### config.mk
export PLATFORM = sky130hd
export DESIGN_NAME = hardware_utf8_core
export DESIGN_NICKNAME = d
export VERILOG_FILES = /design/src/rtl/utf8_pkg.sv /design/src/rtl/utf8_encode.sv /design/src/rtl/hardware_utf8_core.sv
export SDC_FILE = /design/constraint.sdc
export NUM_CORES = 1
export LEC_CHECK = 0
export CORE_UTILIZATION = 62
export DETAILED_ROUTE_END_ITERATION = 7
export PLACE_DENSITY = 0.9
export SETUP_SLACK_MARGIN = 0.15
export SYNTH_ARGS = -nofsm -noshare
export SYNTH_HDL_FRONTEND = slang
export SYNTH_SLANG_ARGS = --single-unit
### constraint.sdc
create_clock -name clk -period 3.3 [get_ports clk]
set_input_delay 0.66 -clock clk [delete_from_list [all_inputs] [get_ports clk]]
set_output_delay 0.66 -clock clk [all_outputs]
set_load 0.02 [all_outputs]
### src/rtl/utf8_pkg.sv
// Shared definitions for the byte-serial UTF-8 codec.
//   state_t       : controller states (IDLE, COLLECT, EMIT)
//   *_CP, SURR_*  : code-point limits used by both directions
//   UIO_*         : bit positions inside uio_in / uio_out
//   cont_ok()     : legality of a decode continuation byte
package utf8_pkg;

  typedef enum logic [1:0] {
    IDLE    = 2'd0,
    COLLECT = 2'd1,
    EMIT    = 2'd2
  } state_t;

  localparam logic [20:0] REPLACEMENT_CP = 21'h00FFFD;
  localparam logic [20:0] MAX_CP         = 21'h10FFFF;
  localparam logic [20:0] SURR_LO        = 21'h00D800;
  localparam logic [20:0] SURR_HI        = 21'h00DFFF;

  // uio_in strobes
  localparam int UIO_WR    = 0;
  localparam int UIO_RD    = 1;
  localparam int UIO_MODE  = 2;
  localparam int UIO_CLR   = 3;
  // uio_out status flags
  localparam int UIO_READY = 4;
  localparam int UIO_VALID = 5;
  localparam int UIO_ERROR = 6;
  localparam int UIO_LAST  = 7;

  // A continuation byte must be 10xxxxxx. The byte right after certain
  // lead bytes has a narrower range, which rejects overlong forms,
  // surrogates and values above U+10FFFF without decoding them first.
  function automatic logic cont_ok(input logic [7:0] lead,
                                   input logic [7:0] b,
                                   input logic       second);
    logic ok;
    ok = (b[7:6] == 2'b10);
    if (second) begin
      case (lead)
        8'hE0:   ok = ok && (b >= 8'hA0);
        8'hED:   ok = ok && (b <= 8'h9F);
        8'hF0:   ok = ok && (b >= 8'h90);
        8'hF4:   ok = ok && (b <= 8'h8F);
        default: ok = ok;
      endcase
    end
    return ok;
  endfunction

endpackage

### src/rtl/utf8_encode.sv
// Combinational UTF-8 encoder.
//   cp    in  21  code point
//   bytes out 32  encoded bytes, first byte in [31:24], unused low bytes 0
//   len   out  3  number of valid bytes (1..4)
//   err   out  1  cp was a surrogate or above U+10FFFF; U+FFFD was encoded instead
module utf8_encode
  import utf8_pkg::*;
(
  input  logic [20:0] cp,
  output logic [31:0] bytes,
  output logic [2:0]  len,
  output logic        err
);

  logic [20:0] c;

  assign err = (cp > MAX_CP) || ((cp >= SURR_LO) && (cp <= SURR_HI));
  assign c   = err ? REPLACEMENT_CP : cp;

  always_comb begin
    bytes = 32'h0;
    len   = 3'd1;
    if (c < 21'h80) begin
      bytes = {c[7:0], 24'h0};
      len   = 3'd1;
    end else if (c < 21'h800) begin
      bytes = {3'b110, c[10:6], 2'b10, c[5:0], 16'h0};
      len   = 3'd2;
    end else if (c < 21'h10000) begin
      bytes = {4'b1110, c[15:12], 2'b10, c[11:6], 2'b10, c[5:0], 8'h0};
      len   = 3'd3;
    end else begin
      bytes = {5'b11110, c[20:18], 2'b10, c[17:12], 2'b10, c[11:6], 2'b10, c[5:0]};
      len   = 3'd4;
    end
  end

endmodule

### src/rtl/hardware_utf8_core.sv
// Byte-serial UTF-8 codec core.
//   clk, rst : clock, synchronous active-high reset
//   ena      : design selected; when low every strobe (including CLR) is ignored
//   ui_in    : input data byte
//   uio_in   : [0] WR, [1] RD, [2] MODE (0 decode, 1 encode), [3] CLR
//   uo_out   : current output byte, 0x00 unless VALID
//   uio_out  : [4] READY, [5] VALID, [6] ERROR, [7] LAST
//   uio_oe   : constant 8'hF0
// Decode: UTF-8 bytes in, code point out as 4 bytes big-endian.
// Encode: 4-byte big-endian code point in, 1..4 UTF-8 bytes out.
module hardware_utf8_core
  import utf8_pkg::*;
(
  input  logic       clk,
  input  logic       rst,
  input  logic       ena,
  input  logic [7:0] ui_in,
  input  logic [7:0] uio_in,
  output logic [7:0] uo_out,
  output logic [7:0] uio_out,
  output logic [7:0] uio_oe
);

  logic wr, rd, clr, mode_in;
  assign wr      = ena & uio_in[UIO_WR];
  assign rd      = ena & uio_in[UIO_RD];
  assign clr     = ena & uio_in[UIO_CLR];
  assign mode_in = uio_in[UIO_MODE];

  logic unused_uio;
  assign unused_uio = ^uio_in[7:4];

  state_t      state_reg, state_next;
  logic        mode_reg, mode_next;
  logic        err_reg, err_next;
  logic [20:0] cp_reg, cp_next;
  logic        ovf_reg, ovf_next;      // encode: a bit above cp[20] was set
  logic [2:0]  in_cnt_reg, in_cnt_next;
  logic [2:0]  need_reg, need_next;    // decode: total sequence length
  logic [7:0]  lead_reg, lead_next;
  logic [31:0] out_bytes_reg, out_bytes_next;
  logic [1:0]  out_idx_reg, out_idx_next;
  logic [1:0]  last_idx_reg, last_idx_next;

  // Encoder sees the accumulator with the final byte shifted in; any
  // bit lost off the top forces an out-of-range value so it flags error.
  logic [20:0] enc_cp;
  logic [31:0] enc_bytes;
  logic [2:0]  enc_len;
  logic        enc_err;

  assign enc_cp = (ovf_reg || (|cp_reg[20:13])) ? 21'h1FFFFF : {cp_reg[12:0], ui_in};

  utf8_encode u_encode (
    .cp    (enc_cp),
    .bytes (enc_bytes),
    .len   (enc_len),
    .err   (enc_err)
  );

  logic [20:0] dec_cp;
  assign dec_cp = {cp_reg[14:0], ui_in[5:0]};

  always_comb begin
    state_next     = state_reg;
    mode_next      = mode_reg;
    err_next       = err_reg;
    cp_next        = cp_reg;
    ovf_next       = ovf_reg;
    in_cnt_next    = in_cnt_reg;
    need_next      = need_reg;
    lead_next      = lead_reg;
    out_bytes_next = out_bytes_reg;
    out_idx_next   = out_idx_reg;
    last_idx_next  = last_idx_reg;

    case (state_reg)
      IDLE, COLLECT: begin
        if (wr) begin
          if (state_reg == IDLE) mode_next = mode_in;
          out_idx_next = 2'd0;
          if ((state_reg == IDLE) ? mode_in : mode_reg) begin
            // encode: shift bytes in MSB first
            if (state_reg == IDLE) begin
              cp_next     = {13'h0, ui_in};
              ovf_next    = 1'b0;
              in_cnt_next = 3'd1;
              state_next  = COLLECT;
            end else if (in_cnt_reg == 3'd3) begin
              out_bytes_next = enc_bytes;
              last_idx_next  = 2'(enc_len - 3'd1);
              err_next       = enc_err;
              state_next     = EMIT;
            end else begin
              ovf_next    = ovf_reg | (|cp_reg[20:13]);
              cp_next     = {cp_reg[12:0], ui_in};
              in_cnt_next = in_cnt_reg + 3'd1;
            end
          end else begin
            // decode: results are always 4 bytes long
            last_idx_next = 2'd3;
            if (state_reg == IDLE) begin
              lead_next   = ui_in;
              in_cnt_next = 3'd1;
              if (ui_in < 8'h80) begin
                out_bytes_next = {24'h0, ui_in};
                err_next       = 1'b0;
                state_next     = EMIT;
              end else if (ui_in >= 8'hC2 && ui_in <= 8'hDF) begin
                cp_next    = {16'h0, ui_in[4:0]};
                need_next  = 3'd2;
                state_next = COLLECT;
              end else if (ui_in >= 8'hE0 && ui_in <= 8'hEF) begin
                cp_next    = {17'h0, ui_in[3:0]};
                need_next  = 3'd3;
                state_next = COLLECT;
              end else if (ui_in >= 8'hF0 && ui_in <= 8'hF4) begin
                cp_next    = {18'h0, ui_in[2:0]};
                need_next  = 3'd4;
                state_next = COLLECT;
              end else begin
                out_bytes_next = {11'h0, REPLACEMENT_CP};
                err_next       = 1'b1;
                state_next     = EMIT;
              end
            end else if (!cont_ok(lead_reg, ui_in, in_cnt_reg == 3'd1)) begin
              // bad byte is swallowed; no resync replay
              out_bytes_next = {11'h0, REPLACEMENT_CP};
              err_next       = 1'b1;
              state_next     = EMIT;
            end else begin
              cp_next     = dec_cp;
              in_cnt_next = in_cnt_reg + 3'd1;
              if (in_cnt_reg + 3'd1 == need_reg) begin
                out_bytes_next = {11'h0, dec_cp};
                err_next       = 1'b0;
                state_next     = EMIT;
              end
            end
          end
        end
      end
      EMIT: begin
        if (rd) begin
          if (out_idx_reg == last_idx_reg) begin
            state_next  = IDLE;
            err_next    = 1'b0;
            in_cnt_next = 3'd0;
          end else begin
            out_idx_next = out_idx_reg + 2'd1;
          end
        end
      end
      default: state_next = IDLE;
    endcase
  end

  always_ff @(posedge clk) begin
    if (rst || clr) begin
      state_reg     <= IDLE;
      mode_reg      <= 1'b0;
      err_reg       <= 1'b0;
      cp_reg        <= 21'h0;
      ovf_reg       <= 1'b0;
      in_cnt_reg    <= 3'd0;
      need_reg      <= 3'd0;
      lead_reg      <= 8'h0;
      out_bytes_reg <= 32'h0;
      out_idx_reg   <= 2'd0;
      last_idx_reg  <= 2'd0;
    end else begin
      state_reg     <= state_next;
      mode_reg      <= mode_next;
      err_reg       <= err_next;
      cp_reg        <= cp_next;
      ovf_reg       <= ovf_next;
      in_cnt_reg    <= in_cnt_next;
      need_reg      <= need_next;
      lead_reg      <= lead_next;
      out_bytes_reg <= out_bytes_next;
      out_idx_reg   <= out_idx_next;
      last_idx_reg  <= last_idx_next;
    end
  end

  // Output byte lanes, lane 0 = first byte sent.
  logic [7:0] out_lane [4];
  for (genvar gi = 0; gi < 4; gi++) begin : g_lane
    assign out_lane[gi] = out_bytes_reg[31 - 8*gi -: 8];
  end

  logic valid;
  assign valid   = (state_reg == EMIT);
  assign uo_out  = valid ? out_lane[out_idx_reg] : 8'h00;
  assign uio_out = {valid && (out_idx_reg == last_idx_reg), err_reg, valid, !valid, 4'h0};
  assign uio_oe  = 8'hF0;

endmodule

==> impl_metrics.toml <==
[global_routing]
grt_pass1_vias = 4778
grt_max_degree = 33
overflow = 0
grt_usage = 0.359
grt_pass1_wl_um = 23600
antenna_found_initial = 0

[synthesis]
synth-main-ff-cell = "dfxtp_1"
syn_inst = 611
synth.most_common_cell = "dfxtp_1"
yosysSeqAreaShare = 0.305
syn_avg_cell_area_um2 = 8.07
yosys-top-cells-area = "dfxtp_1, mux2i_1, o21ai_0"
ys.warnings.count = 0
syn_area_um2 = 4930
yosys_register_bits = 75
synth.largest_area_cell = "dfxtp_1"
synth_common_cells = "dfxtp_1, nand2_1, nor2_1, o21ai_0, a21oi_1"
ys_types = 79
synth_edf_count = 0
synth_top_cell_area_share = 0.305
async_reset_ff_frac = 0

[power]
ir_worst_vdd_uv = 222
power_per_cell_area_nw_per_um2 = 372
leakage_uw = 0.00194

[detailed_routing]
vias_per_cell = 6.85
ant_nets = 0
dr_wl_met3_um = 1220
drt-met1-wl_um = 5810
top_layer_used = "met4"
drt_iter0_markers = 599
vias = 4928
drc_errors = 0
wl_per_cell_um = 20.0
route.met2.wl_um = 6770
drt-total-wl_um = 14400
dr.pass1.iters = 5

[setup_path]
cp-end-kind = "output port"
critPathSlowestCell = "clkdlybuf4s50_1"
crit_arrival_ns = 2.38
cpPeakStageDelay_ns = 0.67
required_ns = 2.64
startpoint_type = "register"
crit_fanout = 13
crit_path_cell_trace = "nand2b_1 -> nor2_1 -> clkdlybuf4s50_1"
critical_path_class = "register to output port"

[sta]
setup_viol = 0
period_share = 0.920
drv_slew = 0
worst_clock_skew_ns = 0.00920
finalCriticalPeriod_ns = 3.04
grt_setup_unrepaired = "no"
slew_headroom = 0.504
hold_viol_final = 0
setup_ws_ns = 0.262
tightest_slew_ns = 0.742
clock.fmax_mhz = 329
tns_ns = 0

[die]
die_w_um = 91.2
coreArea_um2 = 7730
die_h_um = 91.2
rows = 32
die-area_um2 = 8310
io_pins = 43
start_util = 0.638

[cells_and_area]
syn_to_final_growth_pct = 9.16
nets = 634
fill_cells = 642
drive_above_1_share = 0.120
diodes = 0
largest_reg_flops = 31

[status]
outcome = "completed"

[clocking]
cts_buffer_depth = 2
ctsRootBufferMaster = "clkbuf_8"
cts.sinks = 75
cts_buffers = 9
clk_pin_slew_ns = 0.08
insertion_delay_ns = 0.36
tritoncts = "yes"
hold_buffers = 0
htreeDepth = 3

[placed_design]
place_ws_ns = 0.227
dpl.hpwl_um = 10200
place_congestion = 1.03
io_buffers = 26

[job]
drv_cap = 0

[min_path]
hp-class = "register to register"
==> worst paths after layout <==
check / from / to / slack [ns] / cells after the start
max: state_reg[1] / uio_out[7] / 0.26 / 3
min: out_bytes_reg[1] / out_bytes_reg[1] / 0.47 / 2
max reg2reg: in_cnt_reg[1] / cp_reg[14] / 0.78 / 9
min reg2reg: out_bytes_reg[1] / out_bytes_reg[1] / 0.47 / 2
==> through the flow <==
step	power, µW	instances	util	cell area [µm²]	hold slack, ns
finish	2000	719	0.696	5380	0.465
floorplan	1230	621	-	4970	0.428
detailed placement	1330	703	0.672	5190	0.450
global route	2080	719	0.696	5380	0.492
global placement	1320	703	0.672	5190	0.440
CTS	1990	719	0.696	5380	0.468
==> repair_timing <==
action / 4_1_cts / 5_1_grt
resized for setup: 1 / 0
buffers inserted: 0 / 0
endpoints found under the setup margin: 2 / 0
==> cells in the final DEF, fill, tap and decap left out, types with 4 or more instances in the layout <==
cell type	instances
a2111oi_0	4
nor4_1	15
clkbuf_8	11
or3_1	5
mux4_2	7
a21o_1	4
o21ai_0	40
conb_1	12
nand4_1	4
a22oi_1	4
inv_1	14
a31oi_1	12
nand3_1	17
and3_1	19
nand2b_1	7
buf_4	27
a21oi_1	34
and2_1	5
mux2i_1	24
clkdlybuf4s50_1	26
nor2b_1	16
o31ai_1	7
xor2_1	5
dfxtp_1	74
nor2_1	43
a211oi_1	6
o31a_1	18
nor3_1	15
o21a_1	4
o22ai_1	9
nand2_1	50
==> metal layers <==
layer	up-vias	track usage
li1	2242	-
met1	2351	0.441
met2	274	0.585
met3	61	0.0762
met4	0	0.200
met5	-	0
==> report_power, final <==
| group | internal (µW) | leakage, µW | switching (µW) |
|---|---|---|---|
| registers | 921 | 0.000606 | 23.3 |
| logic | 131 | 0.00124 | 248 |
| clock network | 315 | 0.0000915 | 364 |
==> layout make-up <==
cell class / instances / area, µm² / area share
clock inverters: 5 / 37.5 / 0.00698
well taps: 102 / 128 / 0.0237
repair buffers: 54 / 483 / 0.0898
inverters: 14 / 52.6 / 0.00977
multi-input cells: 458 / 3030 / 0.562
clock buffers: 11 / 151 / 0.0281
flip-flops and latches: 75 / 1500 / 0.279
==> kinds of logic (layout without fill, tap and decap cells) <==
kind of cell,after synthesis,after routing,share of synthesized area
adder cells (fa/ha/maj),3,3,0.00762
AO/OA/AOI/OAI,181,181,0.255
multiplexers,33,33,0.0853
buffers and inverters,88,84,0.0914
other,2,12,0.00152
AND/OR/NAND/NOR,221,221,0.240
flip-flops,75,75,0.305
XOR/XNOR,8,8,0.0142
==> worst max-delay path: cells and delay by family, from the launching register on <==
kind | cells | cell delay [ns]
buf+inv | 1 | 0.67
flops | 1 | 0.57
simple gates | 2 | 0.78
Power figures use the tool's default switching activity.
